File: src/rtl/mem_port_arbiter.sv
// Round-robin arbiter and strobe sequencer for the shared MAR/memory/MDR port (IF vs LS).
// Optional WAIT timeout abort is compiled in with `define MEM_TIMEOUT_EN.
module mem_port_arbiter #(
  parameter int TIMEOUT = 16,
  parameter int CNT_W   = 8
) (
  input  logic clk,
  input  logic reset,
  input  logic req_if,
  input  logic req_ls,
  input  logic ls_rw,
  input  logic MFC,
  output logic gnt_if,
  output logic gnt_ls,
  output logic done_if,
  output logic done_ls,
  output logic addr_sel,
  output logic MAR_write,
  output logic MAR_mem_read,
  output logic MEM_RW,
  output logic MEM_EN,
  output logic MDR_mem_write,
  output logic MDR_write,
  output logic MDR_read,
  output logic busy,
  output logic err
);

  // Handshake: a requester raises req_* and holds it until its done_* pulse;
  // gnt_* marks ownership from ADDR through DONE. MFC is active low.

  typedef enum logic [2:0] {
    IDLE    = 3'd0,
    ADDR    = 3'd1,
    ACCESS  = 3'd2,
    WAIT    = 3'd3,
    CAPTURE = 3'd4,
    DONE    = 3'd5
  } state_t;

  if (TIMEOUT < 1 || TIMEOUT > 255 || TIMEOUT >= (2 ** CNT_W)) begin : g_bad_cfg
    $error("mem_port_arbiter: TIMEOUT out of range for CNT_W");
  end

  state_t state;
  state_t state_nxt;

  logic gnt_ls_q;   // owner of the current transaction: 0 = IF, 1 = LS
  logic rw_q;       // 1 = read, 0 = write
  logic last_ls_q;  // most recent grant went to LS
  logic grant_ls;
  logic do_grant;
  logic timeout_hit;
  logic aborted;

  // Tie-break favours whichever requester was not served last.
  assign grant_ls = req_ls && (!req_if || !last_ls_q);
  assign do_grant = (state == IDLE) && (req_if || req_ls);

  always_ff @(posedge clk or posedge reset) begin
    if (reset) begin
      state     <= IDLE;
      gnt_ls_q  <= 1'b0;
      rw_q      <= 1'b1;
      last_ls_q <= 1'b1;
    end else begin
      state <= state_nxt;
      if (do_grant) begin
        gnt_ls_q  <= grant_ls;
        rw_q      <= grant_ls ? ls_rw : 1'b1;
        last_ls_q <= grant_ls;
      end
    end
  end

`ifdef MEM_TIMEOUT_EN
  logic [CNT_W-1:0] cnt_q;
  logic             to_q;

  // Fires on the TIMEOUT-th WAIT cycle while memory is still busy.
  assign timeout_hit = MFC && (cnt_q == CNT_W'(TIMEOUT - 1));
  assign aborted     = to_q;

  always_ff @(posedge clk or posedge reset) begin
    if (reset) begin
      cnt_q <= '0;
      to_q  <= 1'b0;
    end else begin
      if (state == WAIT) begin
        cnt_q <= cnt_q + CNT_W'(1);
      end else begin
        cnt_q <= '0;
      end
      if ((state == WAIT) && timeout_hit) begin
        to_q <= 1'b1;
      end else if (state == DONE) begin
        to_q <= 1'b0;
      end
    end
  end
`else
  assign timeout_hit = 1'b0;
  assign aborted     = 1'b0;
`endif

  always_comb begin
    state_nxt     = state;
    addr_sel      = 1'b0;
    MAR_write     = 1'b0;
    MAR_mem_read  = 1'b0;
    MEM_RW        = 1'b0;
    MEM_EN        = 1'b0;
    MDR_mem_write = 1'b0;
    MDR_write     = 1'b0;
    MDR_read      = 1'b0;
    done_if       = 1'b0;
    done_ls       = 1'b0;
    err           = 1'b0;
    unique case (state)
      IDLE: begin
        if (do_grant) state_nxt = ADDR;
      end
      ADDR: begin
        MAR_write = 1'b1;
        addr_sel  = gnt_ls_q;
        MDR_write = !rw_q;
        state_nxt = ACCESS;
      end
      ACCESS: begin
        MAR_mem_read = 1'b1;
        MEM_EN       = 1'b1;
        MEM_RW       = rw_q;
        state_nxt    = WAIT;
      end
      WAIT: begin
        if (!MFC) begin
          state_nxt = rw_q ? CAPTURE : DONE;
        end else if (timeout_hit) begin
          state_nxt = DONE;
        end
      end
      CAPTURE: begin
        MDR_mem_write = 1'b1;
        state_nxt     = DONE;
      end
      DONE: begin
        done_if   = !gnt_ls_q;
        done_ls   = gnt_ls_q;
        MDR_read  = rw_q && !aborted;
        err       = aborted;
        state_nxt = IDLE;
      end
      default: state_nxt = IDLE;
    endcase
  end

  assign busy   = (state != IDLE);
  assign gnt_if = busy && !gnt_ls_q;
  assign gnt_ls = busy && gnt_ls_q;

endmodule

File: config.mk
export PLATFORM = sky130hd
export DESIGN_NAME = mem_port_arbiter
export DESIGN_NICKNAME = d
export VERILOG_FILES = /design/src/rtl/mem_port_arbiter.sv
export SDC_FILE = /design/constraint.sdc
export NUM_CORES = 1
export LEC_CHECK = 0
export ABC_AREA = 1
export BUFFER_PORTS_ARGS = -buffer_cell sky130_fd_sc_hd__buf_2
export CAP_MARGIN = 40
export CORE_MARGIN = 3
export CORE_UTILIZATION = 30
export DETAILED_ROUTE_END_ITERATION = 7
export PLACE_DENSITY_LB_ADDON = 0.3
export SETUP_SLACK_MARGIN = 0.05
export SLEW_MARGIN = 20
export SYNTH_ARGS = -nofsm -noshare
export SYNTH_HDL_FRONTEND = slang
export SYNTH_SLANG_ARGS = --single-unit
File: constraint.sdc
create_clock -name clk -period 1 [get_ports clk]
set_input_delay 0 -clock clk [delete_from_list [all_inputs] [get_ports clk]]
set_output_delay 0 -clock clk [all_outputs]
set_load 0.005 [all_outputs]
# Yosys cells after proc, flatten, opt, wreduce, memory -nomap -nowiden
# Index checks and enable logic that the tools add are counted.
# classes
mul,0
n_mux,14
n_bitwise,0
shift,0
magnitude_cmp,0
div,0
reduce_logical,13
add_sub_neg,0
n_eq_ne,7
# ops
op,count
case mux 3 bit (5 select lines),1
two-way mux 1 bit,11
"equality test 3 x 2 -> 1 bit, second input constant",2
"equality test 3 bit, second input constant",2
two-way mux 3 bit,2
logical AND 1 bit,4
logical NOT 1 bit,4
"!= test 2 bit, second input constant",2
"equality test 3 x 1 -> 1 bit, second input constant",1
logical NOT 3 bit,1
nonzero test 3 bit,1
logical OR 1 bit,2
AND reduction 2 bit,1
# word_totals
mem_bits_rw,0
romBits,0
output_inout_bits,14
input_bits,6
ff_bits,6
n_memories,0
latchBits,0
wordCells,38

# Depth between registers and ports, before layout
# logic_depth
word_depth,4
depth_mapped,6
depth_no_buf,5

# Worst setup path after synthesis
# Ideal clock, no wire load.
# synth_path
path_type,flip-flop to flip-flop
start,reg state[2]
end,reg state[0]
slack_ns,-0.009
path_stages_with_launch,5
n_path_buf,0
setup_ns,0.121
arrival_time_ns,0.888
t_required_ns,0.879
synth_period_minus_slack_ns,1.009
path_cell_list,dfrtp_1 > inv_1 > nand4_1 > nand4_1 > nand2_1
# synth_via
elab_chain_cells,4
elab_cells_between_ends,10
cone_classes,eq/ne (6); mux (1); reduce/logical (3)
# synth_lines
element,line,text
start: declaration,45,state_t state;
start signal: assignment,67,state <= state_nxt;
logical NOT 3 bit,"58, 119",
logical AND 1 bit,58,assign do_grant = (state == IDLE) && (req_if || req_ls);
!= test 2 bit (no line),-,
AND reduction 2 bit (no line),-,
# Parallel ways exist; a longest one is shown, timed or not.
# A chain may end at the register's enable or synchronous reset.

# Worst setup path after layout
# layout_path
start,reg state[1]
end,out gnt_ls
# layout_via
elab_chain_cells,2
# layout_lines
element,line,text
nonzero test 3 bit,157,assign busy = (state != IDLE);
logical AND 1 bit,159,assign gnt_ls = busy && gnt_ls_q;
end: declaration,14,"output logic gnt_ls,"
# No other way between the ends.

==> impl_metrics.csv <==
group,metric,value,unit
sta,finalCritPeriodShare,115,%
power,p_sw_share,43.5,%
final_layout,layout_common_cells,"18 x buf_2, 8 x nand2_1, 7 x inv_1, 6 x nor2_1",
worst_setup_path,cp.arrival,1150,ps
power,ir_worst_vdd,1300,uV
final_layout,drive_gt1_share,58.3,%
die,start_util,33.9,%
power,power,2080,uW
power,comb_power_share,61.9,%
yosys,synthCells,56,
die,io_pins,20,
worst_setup_path,cp-start-kind,"flip-flop",
die,coreArea,0.00117,mm^2
clock_network,htreeDepth,1,
yosys,ys_top_cells_by_area,"dfrtp_1 25%, dfstp_2 13%, inv_1 10%, nand3_1 8.8%, nor2_1 8.5%",
final_layout,final_common_cell,"buf_2",
power,p_clk_share,11.9,%
clock_network,clk_pin_slew,50,ps
worst_setup_path,rr_worst_depth,6,
final_layout,antenna_cells,0,
worst_setup_path,path_cells,"nor2_4 > nand2_4 > inv_2 > nor2_1 > buf_2",
yosys,synth-xor-area-share,0,%
die,die-area,0.00179,mm^2
yosys,ys_seq_area_share,38.5,%
yosys,synth.top_cell.area_share,25.2,%
worst_setup_path,crit_required,1000,ps
routing,first_pass_iters,4,
sta,drv_slew,0,
placed_design,placed_cell_area,499,um^2
routing,routed-via-count,447,
clock_network,cts_buffer_depth,2,
die,fp.dieH,42.4,um
clock_network,cts_buffers,3,
power,cell_internal_pwr,1180,uW
yosys,synth_seq_cells,6,
final_layout,layout.nets,91,
yosys,synth_top_family_by_area,"simple AND/OR/NAND/NOR gates",
routing,routed_wl,1060,um
worst_setup_path,reg2reg_from,"state[1]",
power,power.density,3210,mW/mm^2
yosys,synth_nets,62,
yosys,synth_compound_area_share,8.20,%
final_layout,area_growth,63.7,%
die,die_w,42.4,um
placed_design,placed_cells,87,
run_status,status,"finished with violations",
routing,drc,0,
yosys,synth_largest_area_cell,"dfrtp_1",
worst_setup_path,crit_family,"flip-flops",
routing,wl_per_cell,10.8,um
global_routing,antenna_found_initial,0,
global_routing,grt_pass1_wl,1750,um
clock_network,cts.sinks,6,
yosys,avgSynthCellArea,7.08,um^2
power,p_switching,905,uW
hold_path,worstHoldStart,"ls_rw",
yosys,synth_simple_gate_area_share,35.3,%
sta,hold_violations,0,
worst_setup_path,slowest_delay,440,ps
yosys,synth_warnings,0,
yosys,synth.cell_area,397,um^2
sta,rsz0062_at_grt,"yes",
final_layout,final_area,649,um^2
sta,final.setup_skew,1.03,ps
final_layout,fin_cells,98,
run,maxCapViolations,0,
routing,vias_per_cell,4.56,
sta,clock.fmax,0.871,GHz
worst_setup_path,rrSetupSlack,-90,ps
yosys,synth_cell_types,17,
hold_path,hold_path.class,"input port to flip-flop",
power,p_leak,0.000364,uW
worst_setup_path,worstPathMaxFanout,4,
clock_network,cts_tree,"done",
clock_network,clock_latency,240,ps
sta,setup_viol,18,
final_layout,fin_util,55.4,%
placed_design,portBuffers,18,
placed_design,routabilityCongestion,0.780,
die,rows,12,
sta,fin_crit,1150,ps
global_routing,overflow,0,
routing,drtAntennaViolNets,0,
yosys,synth_mux_area_share,0,%
worst_setup_path,critPathBufInv,2,
power,power_frac_seq,26.3,%
worst_setup_path,reg2reg_to,"rw_q",
global_routing,grt_pass1_vias,454,
routing,drt_iter0_markers,3,
global_routing,grt_max_degree,8,
sta,fin_ws,-148,ps
worst_setup_path,crit_slowest_cell,"dfrtp_2",
clock_network,cts_root_buf,"clkbuf_4",
placed_design,place.detailed.hpwl,681,um
hold_path,holdPathStages,5,
global_routing,grt.total_usage,12.2,%
yosys,synth-adder-area-share,0,%
worst_setup_path,criticalPathCategory,"flip-flop to primary output",
run_status,violations,"setup timing",
worst_setup_path,critPathCaptureType,"primary output",
hold_path,holdPathEnd,"rw_q",
[layout make-up]
type / instances / area [um^2]
sequential: 6 / 155
tap: 14 / 17.5
fill: 115 / 522
clock buffer: 4 / 26.3
inverter: 11 / 43.8
timing repair buffer: 27 / 175
multi-input combinational: 36 / 231
[Yosys cell counts (all sizes together)]
| master | n |
|---|---|
| o21ai | 4 |
| conb | 1 |
| a21oi | 1 |
| nand4 | 2 |
| nor2 | 11 |
| nand3 | 7 |
| a21boi | 1 |
| nand2 | 9 |
| dfrtp | 4 |
| dfstp | 2 |
| buf | 3 |
| inv | 11 |
[metrics by stage]
stage	hold slack, ps	setup TNS (ps)	setup WS, ps
2_1_floorplan	-211	0	56.1
3_3_place_gp	-68.9	0	9.31
3_5_place_dp	-69.7	-26.5	-21.7
4_1_cts	52.5	-1830	-158
5_1_grt	63.8	-2940	-214
6_report	45.9	-1780	-148
[sequential cells by signal, indices dropped and copies added, names as in the netlist]
register   count
gnt_ls_q       1
last_ls_q      1
rw_q           1
state          3
[logic make-up (layout without fill, tap and decap cells)]
group                  Yosys count  count (layout)
DFF                              6               6
and+or+nand+nor                 29              29
other                            1               1
AOI/OAI and AO/OA                6               6
buffers and inverters           14              42
[power by group through the flow]
| stage | Combinational [uW] | Sequential [uW] | Clock [uW] |
|---|---|---|---|
| 4_1_cts | 1190 | 528 | 252 |
| 3_3_place_gp | 844 | 527 | 0 |
| 5_1_grt | 1420 | 564 | 272 |
| 3_5_place_dp | 858 | 534 | 0 |
| 6_report | 1290 | 547 | 247 |
| 2_1_floorplan | 637 | 481 | 0 |
[routing by layer]
layer	vias up	GRT usage [%]	part of all wire [%]
met2	21	21.6	48
li1	226	-	-
met5	-	0	0
met4	0	3.73	0
met3	0	3.86	8.7
met1	200	13.8	43
[worst min-delay path, cell delays in order]
cell and delay [ps]:
buf_2 90, inv_1 40, nand2_1 40, nand2_1 50, o21ai_1 50
[what timing repair did]
| action | CTS | global route |
|---|---|---|
| hold endpoints to repair | 6 | 0 |
| hold buffers | 1 | 0 |
| pin swaps | 9 | 3 |
| setup endpoints to repair | 18 | 19 |
| setup buffers | 5 | 1 |
| resized for setup | 14 | 7 |
[worst max-delay path by stage]
| stage | start | endpoint | slack [ps] | depth (start not counted) |
|---|---|---|---|---|
| 3_3_place_gp | state[1] | gnt_ls_q | 9 | 5 |
| 4_1_cts | state[1] | done_if | -160 | 4 |
| 6_report | state[1] | gnt_ls | -150 | 5 |
| 3_5_place_dp | state[0] | state[0] | -20 | 4 |
| 5_1_grt | state[1] | MEM_RW | -210 | 4 |
| 2_1_floorplan | state[0] | gnt_ls_q | 60 | 6 |
Note: power is estimated with default switching activity, not from simulation.
